### src/rtl/sgd_sched_pkg.sv
// Shared types and defaults for the serial loss-datapath sequencer.
// Holds the controller state encoding and the lead-counter width helper.
package sgd_sched_pkg;

  typedef enum logic [2:0] {
    ST_IDLE  = 3'd0,
    ST_RUN   = 3'd1,
    ST_DRAIN = 3'd2,
    ST_DONE  = 3'd3,
    ST_ERR   = 3'd4
  } state_t;

  localparam int DEF_CREDIT_MAX = 48;
  localparam int DEF_SKEW_MAX   = 16;

  // Lead counters must be able to hold SKEW_MAX itself.
  function automatic int lead_width(input int skew_max);
    return $clog2(skew_max) + 1;
  endfunction

endpackage

### src/rtl/sgd_skew_tracker.sv
// Per-engine dot-product lead tracker: flags overflow when any engine runs
// SKEW_MAX valids ahead of the slowest one.
module sgd_skew_tracker
  import sgd_sched_pkg::*;
#(
  parameter int ENGINE_NUM = 8,
  parameter int SKEW_MAX   = DEF_SKEW_MAX
) (
  input  logic                  clk,
  input  logic                  rst,
  input  logic [ENGINE_NUM-1:0] dot_valid,
  input  logic                  enable,
  input  logic                  clear,
  output logic                  overflow
);

  localparam int LW = lead_width(SKEW_MAX);
  localparam logic [LW-1:0] SKEW_MAX_W = LW'(SKEW_MAX);

  logic [LW-1:0]         lead_reg [ENGINE_NUM];
  logic [LW-1:0]         lead_inc [ENGINE_NUM];
  logic [ENGINE_NUM-1:0] nonzero;
  logic [ENGINE_NUM-1:0] at_max;
  logic                  all_nonzero;

  genvar gi;
  generate
    for (gi = 0; gi < ENGINE_NUM; gi++) begin : g_lead
      // Saturate so a runaway engine cannot wrap back below the limit.
      assign lead_inc[gi] = (dot_valid[gi] && (lead_reg[gi] != SKEW_MAX_W))
                            ? lead_reg[gi] + 1'b1 : lead_reg[gi];
      assign nonzero[gi]  = (lead_inc[gi] != '0);
      assign at_max[gi]   = (lead_reg[gi] == SKEW_MAX_W);
    end
  endgenerate

  assign all_nonzero = &nonzero;
  assign overflow    = enable & (|at_max);

  always_ff @(posedge clk or posedge rst) begin
    if (rst) begin
      for (int i = 0; i < ENGINE_NUM; i++) lead_reg[i] <= '0;
    end else if (clear) begin
      for (int i = 0; i < ENGINE_NUM; i++) lead_reg[i] <= '0;
    end else if (enable) begin
      for (int i = 0; i < ENGINE_NUM; i++) lead_reg[i] <= lead_inc[i] - LW'(all_nonzero);
    end
  end

endmodule

### src/rtl/sgd_loss_sched.sv
// Batch sequencer for the serial loss datapath: credit-limited token issue,
// retire accounting, engine skew supervision and host done/error reporting.
module sgd_loss_sched
  import sgd_sched_pkg::*;
#(
  parameter int ENGINE_NUM      = 8,
  parameter int FIFO_DEPTH_BITS = 6,
  parameter int CREDIT_MAX      = DEF_CREDIT_MAX,
  parameter int SKEW_MAX        = DEF_SKEW_MAX
) (
  input  logic                     clk,
  input  logic                     rst,
  input  logic                     start,
  input  logic                     abort,
  input  logic [31:0]              num_samples,
  input  logic [31:0]              step_size_in,
  output logic [31:0]              step_size,
  input  logic                     sample_issue_ready,
  output logic                     sample_issue,
  input  logic [ENGINE_NUM-1:0]    dot_valid,
  input  logic                     result_valid,
  output logic                     busy,
  output logic                     done,
  output logic                     skew_err,
  output logic                     proto_err,
  output logic [FIFO_DEPTH_BITS:0] in_flight
);

  localparam int IFW = FIFO_DEPTH_BITS + 1;
  localparam logic [IFW-1:0] CREDIT_W = IFW'(CREDIT_MAX);

  state_t          state_reg, state_next;
  logic [31:0]     num_reg, issued_reg, retired_reg, step_reg;
  logic [IFW-1:0]  in_flight_reg;
  logic            skew_err_reg, proto_err_reg;

  logic            start_ok, issue, retire, proto_hit, tracking, skew_ovf;
  logic [31:0]     issued_plus;

  assign start_ok    = start && (state_reg == ST_IDLE);
  assign tracking    = (state_reg == ST_RUN) || (state_reg == ST_DRAIN);
  // Credit check uses the pre-update in_flight, so a same-cycle retire frees nothing yet.
  assign issue       = (state_reg == ST_RUN) && (issued_reg < num_reg) &&
                       (in_flight_reg < CREDIT_W) && sample_issue_ready;
  assign retire      = result_valid && (in_flight_reg != '0);
  assign proto_hit   = result_valid && (in_flight_reg == '0);
  assign issued_plus = issued_reg + 32'(issue);

  sgd_skew_tracker #(
    .ENGINE_NUM (ENGINE_NUM),
    .SKEW_MAX   (SKEW_MAX)
  ) u_skew (
    .clk       (clk),
    .rst       (rst),
    .dot_valid (dot_valid),
    .enable    (tracking),
    .clear     (abort | start_ok),
    .overflow  (skew_ovf)
  );

  always_comb begin
    state_next = state_reg;
    case (state_reg)
      ST_IDLE:  if (start) state_next = (num_samples == 32'd0) ? ST_DONE : ST_RUN;
      ST_RUN:   if (issued_plus == num_reg) state_next = ST_DRAIN;
      ST_DRAIN: if (retired_reg == num_reg) state_next = ST_DONE;
      ST_DONE:  state_next = ST_IDLE;
      ST_ERR:   state_next = ST_ERR;
      default:  state_next = ST_IDLE;
    endcase
    if (skew_ovf) state_next = ST_ERR;
    if (abort)    state_next = ST_IDLE;
  end

  always_ff @(posedge clk or posedge rst) begin
    if (rst) begin
      state_reg     <= ST_IDLE;
      num_reg       <= '0;
      issued_reg    <= '0;
      retired_reg   <= '0;
      step_reg      <= '0;
      in_flight_reg <= '0;
      skew_err_reg  <= 1'b0;
      proto_err_reg <= 1'b0;
    end else begin
      state_reg <= state_next;
      if (abort) begin
        issued_reg    <= '0;
        retired_reg   <= '0;
        in_flight_reg <= '0;
      end else if (start_ok) begin
        num_reg       <= num_samples;
        step_reg      <= step_size_in;
        issued_reg    <= '0;
        retired_reg   <= '0;
        in_flight_reg <= '0;
        skew_err_reg  <= 1'b0;
        proto_err_reg <= 1'b0;
      end else begin
        issued_reg  <= issued_plus;
        retired_reg <= retired_reg + 32'(retire);
        if (issue && !retire)      in_flight_reg <= in_flight_reg + 1'b1;
        else if (retire && !issue) in_flight_reg <= in_flight_reg - 1'b1;
      end
      if (skew_ovf && !abort) skew_err_reg  <= 1'b1;
      if (proto_hit)          proto_err_reg <= 1'b1;
    end
  end

  assign sample_issue = issue;
  assign step_size    = step_reg;
  assign busy         = tracking;
  assign done         = (state_reg == ST_DONE);
  assign skew_err     = skew_err_reg;
  assign proto_err    = proto_err_reg;
  assign in_flight    = in_flight_reg;

endmodule

### config.mk
export PLATFORM = sky130hd
export DESIGN_NAME = sgd_loss_sched
export DESIGN_NICKNAME = d
export VERILOG_FILES = /design/src/rtl/sgd_sched_pkg.sv /design/src/rtl/sgd_skew_tracker.sv /design/src/rtl/sgd_loss_sched.sv
export SDC_FILE = /design/constraint.sdc
export NUM_CORES = 1
export LEC_CHECK = 0
export BUFFER_PORTS_ARGS = -buffer_cell sky130_fd_sc_hd__buf_2
export CORE_MARGIN = 2
export CORE_UTILIZATION = 39
export DETAILED_ROUTE_END_ITERATION = 6
export PLACE_DENSITY = 0.68
export SLEW_MARGIN = 30
export SYNTH_ARGS = -nofsm -noshare
export SYNTH_HDL_FRONTEND = slang
export SYNTH_HIERARCHICAL = 1
export SYNTH_SLANG_ARGS = --single-unit
### constraint.sdc
create_clock -name clk -period 4.5 [get_ports clk]
set_input_delay 0.225 -clock clk [delete_from_list [all_inputs] [get_ports clk]]
set_output_delay 0.225 -clock clk [all_outputs]
set_load 0.02 [all_outputs]
==> flow_metrics.tcl <==
set metrics [dict create \
    synthCells 1339 \
    p_leak_nw 6.77 \
    fin_nets 1728 \
    antenna_found_initial 0 \
    dpl.hpwl_um 26400 \
    startpoint_type "register" \
    vias 11000 \
    place_ws_ns -0.178 \
    synth_area_leaders "dfrtp_1 37%, ha_1 7.5%, xnor2_1 6.2%, nor2_1 4.9%, xor2_1 3.6%" \
    ys_ff_latch 180 \
    setup_tns_ns -0.153 \
    finClkSkew_ns 0.0173 \
    worst_hold_path_type "in2reg" \
    critical_path_class "reg2reg" \
    drc 0 \
    via_per_inst 5.55 \
    synthMuxAreaShare_pct 4.63 \
    root_buffer "clkbuf_16" \
    netlist_area_um2 12200 \
    fp.dieW_um 181 \
    ys.flop_type "dfrtp_1" \
    htreeDepth 4 \
    slew_violations 0 \
    ant_nets 0 \
    cp-startpoint "num_reg[17]$_DFFE_PP0P_" \
    synth_edf_count 0 \
    die_y_um 181 \
    postSynth.asyncResetShare_pct 100 \
    r2r_cells 21 \
    synth-adder-area-share_pct 7.64 \
    multi_input_area_um2 7410 \
    die-area_um2 32800 \
    power_density_nw_per_um2 368 \
    rr_endpoint "state_reg[0]$_DFFE_PP0P_" \
    first_global_vias 10600 \
    cts.sinks 180 \
    clk_path_buf_depth 2 \
    wire_per_inst_um 17.9 \
    pin_count 122 \
    postLayoutCoreUtil_pct 49.2 \
    synthXorXnorAreaFrac_pct 10.3 \
    rsz0062_at_grt "yes" \
    n_antenna_cell 0 \
    fin_crit_sh_pct 102 \
    violations "setup timing" \
    largest_reg_flops 40 \
    grt_max_degree 101 \
    insertion_delay_ns 0.45 \
    reg2reg_slack_ns -0.08 \
    slew-limit-headroom_pct 49.9 \
    setup_viol 2 \
    final_cell_mix "180 x dfrtp_1, 157 x nor2_1, 134 x buf_4" \
    run_status "finished, violations left" \
    syn-num-nets 1491 \
    worst_ep_required_time_ns 4.82 \
    overflow 0 \
    wl_um 35500 \
    worstMarginPinSlew_ns 0.751 \
    fin_area_um2 15100 \
    synth_compound_area_share_pct 13.9 \
    grt.total_usage_pct 21.7 \
    crit_fanout 4 \
    numCtsBuffers 17 \
    syn2layout_area_growth_pct 23.8 \
    yosysTopAreaCell "dfrtp_1" \
    row_count 64 \
    final_common_cell "dfrtp_1" \
    whs_path_depth 2 \
    hold_viol_final 0 \
    grt_first_pass_wirelength_um 56900 \
    coreArea_um2 30700 \
    clkTransAtPathRegs_ns 0.08 \
    io_buffer_count 121 \
    cap_violations 0 \
    post-route-worst-setup-slack_ns -0.0832 \
    drt_iter0_drc 756 \
    yosysUniqueCellTypes 86 \
    fmax_ghz 0.218 \
    worstPathArrival_ns 4.91 \
    drive_gt1_share_pct 24.0 \
    period_minus_slack_ns 4.58 \
    synth-simple-area-share_pct 22.2 \
    first_pass_iters 5 \
    initial_core_util_pct 39.7 \
    regArea_um2 4500 \
    placed_area_um2 14100 \
    synth_top_family_by_area "simple AND/OR/NAND/NOR gates" \
    cts_tree "done" \
    synth_seq_area_share_pct 36.9 \
    yosys.area.top_type_share_pct 36.9 \
    vdd_drop_max_v 0.000284 \
    gp_congestion 0.947 \
    hp-start "step_size_in[16]" \
    r2r_start "num_reg[17]$_DFFE_PP0P_" \
    ys_warn_count 6 \
    post_synth.cell_area_avg_um2 9.13 \
    endpoint_kind "register" \
    min_to "step_size[16]$_DFFE_PP0P_" \
    fillerInstances 2876 \
]
[where the power goes]
group | internal [W] | switching [W] | leakage [nW]
clock network | 0.000769 | 0.000699 | 0.262
registers | 0.00183 | 0.000191 | 2.38
logic | 0.000909 | 0.00117 | 4.13
[worst max-delay path, stage by stage (launching register included)]
cell,delay [ns]
dfrtp_1,0.38
inv_2,0.08
ha_4,0.19
a21o_1,0.17
a21o_1,0.14
a21o_1,0.15
a21o_1,0.15
a21o_1,0.15
a21o_1,0.15
a21o_1,0.20
a221oi_4,0.32
ha_2,0.27
nand4_1,0.22
buf_4,0.24
nor2_4,0.09
buf_6,0.12
nand4_1,0.23
xnor2_2,0.21
o221ai_2,0.16
or4_4,0.52
nor4_2,0.26
nor4b_1,0.08
[metal layers]
metal  GRT usage, %  up-vias  routed length (um)
li1               -     5277                   -
met1           27.5     5347               15200
met2           36.1      297               17100
met3           4.07       75                1650
met4           9.69        0                1480
met5              0        -                   0
[Yosys cell counts, drive strengths merged, types with 5 or more instances]
master / number
a211o: 8
a211oi: 27
a21o: 20
a21oi: 43
a311oi: 7
a31oi: 8
a41oi: 5
and2: 7
and3: 19
and4: 9
and4bb: 7
buf: 24
clkbuf: 39
dfrtp: 180
ha: 73
inv: 73
mux2: 41
mux2i: 10
nand2: 86
nand2b: 14
nand3: 41
nand4: 48
nor2: 159
nor2b: 16
nor3: 29
nor4: 32
nor4b: 9
o211a: 6
o211ai: 6
o21a: 9
o21ai: 67
or3: 11
or4: 8
xnor2: 86
xor2: 50
[through the flow]
step	hold slack [ns]	cells	total power, W
4_1_cts	0.000564	1982	0.00556
5_1_grt	0.00313	1983	0.00590
2_1_floorplan	0.291	1339	0.00325
3_5_place_dp	0.439	1920	0.00404
6_report	0.0192	1983	0.00557
3_3_place_gp	0.439	1920	0.00399
[kinds of logic (layout without fill, tap and decap cells)]
logic type	after synthesis	after routing
AOI/OAI and AO/OA	249	249
xor gates and xnor gates	139	139
adders and majority gates	74	74
buffers and inverters	136	384
DFF	180	180
muxes	51	51
and+or+nand+nor	510	510
[cell type report]
cell class	count	share of cell area (%)
clock inverters	12	0.802
flip-flops and latches	180	29.8
clock buffers	18	2.84
well taps	396	3.28
repair buffers	281	12.4
multi-input cells	1023	49.0
inverters	73	1.86
[timing repair]
action | CTS | global route
resized for setup | 14 | 17
buffers inserted | 8 | 1
pin swaps | 19 | 9
endpoints found under the setup margin | 2 | 3
hold buffers | 24 | 0
hold endpoints to repair | 63 | 0
[worst max-delay path by stage]
stage / to / slack [ns] / depth (start not counted)
after global placement: state_reg[0]$_DFFE_PP0P_ / -0.06 / 22
final: state_reg[0]$_DFFE_PP0P_ / -0.08 / 21
after detailed placement: state_reg[1]$_DFFE_PP0P_ / -0.18 / 21
after global routing: state_reg[0]$_DFFE_PP0P_ / -0.27 / 20
after CTS: state_reg[1]$_DFFE_PP0P_ / -0.03 / 20
after floorplan: state_reg[1]$_DFFE_PP0P_ / -0.05 / 18
Note: power is estimated with default switching activity, not from simulation.
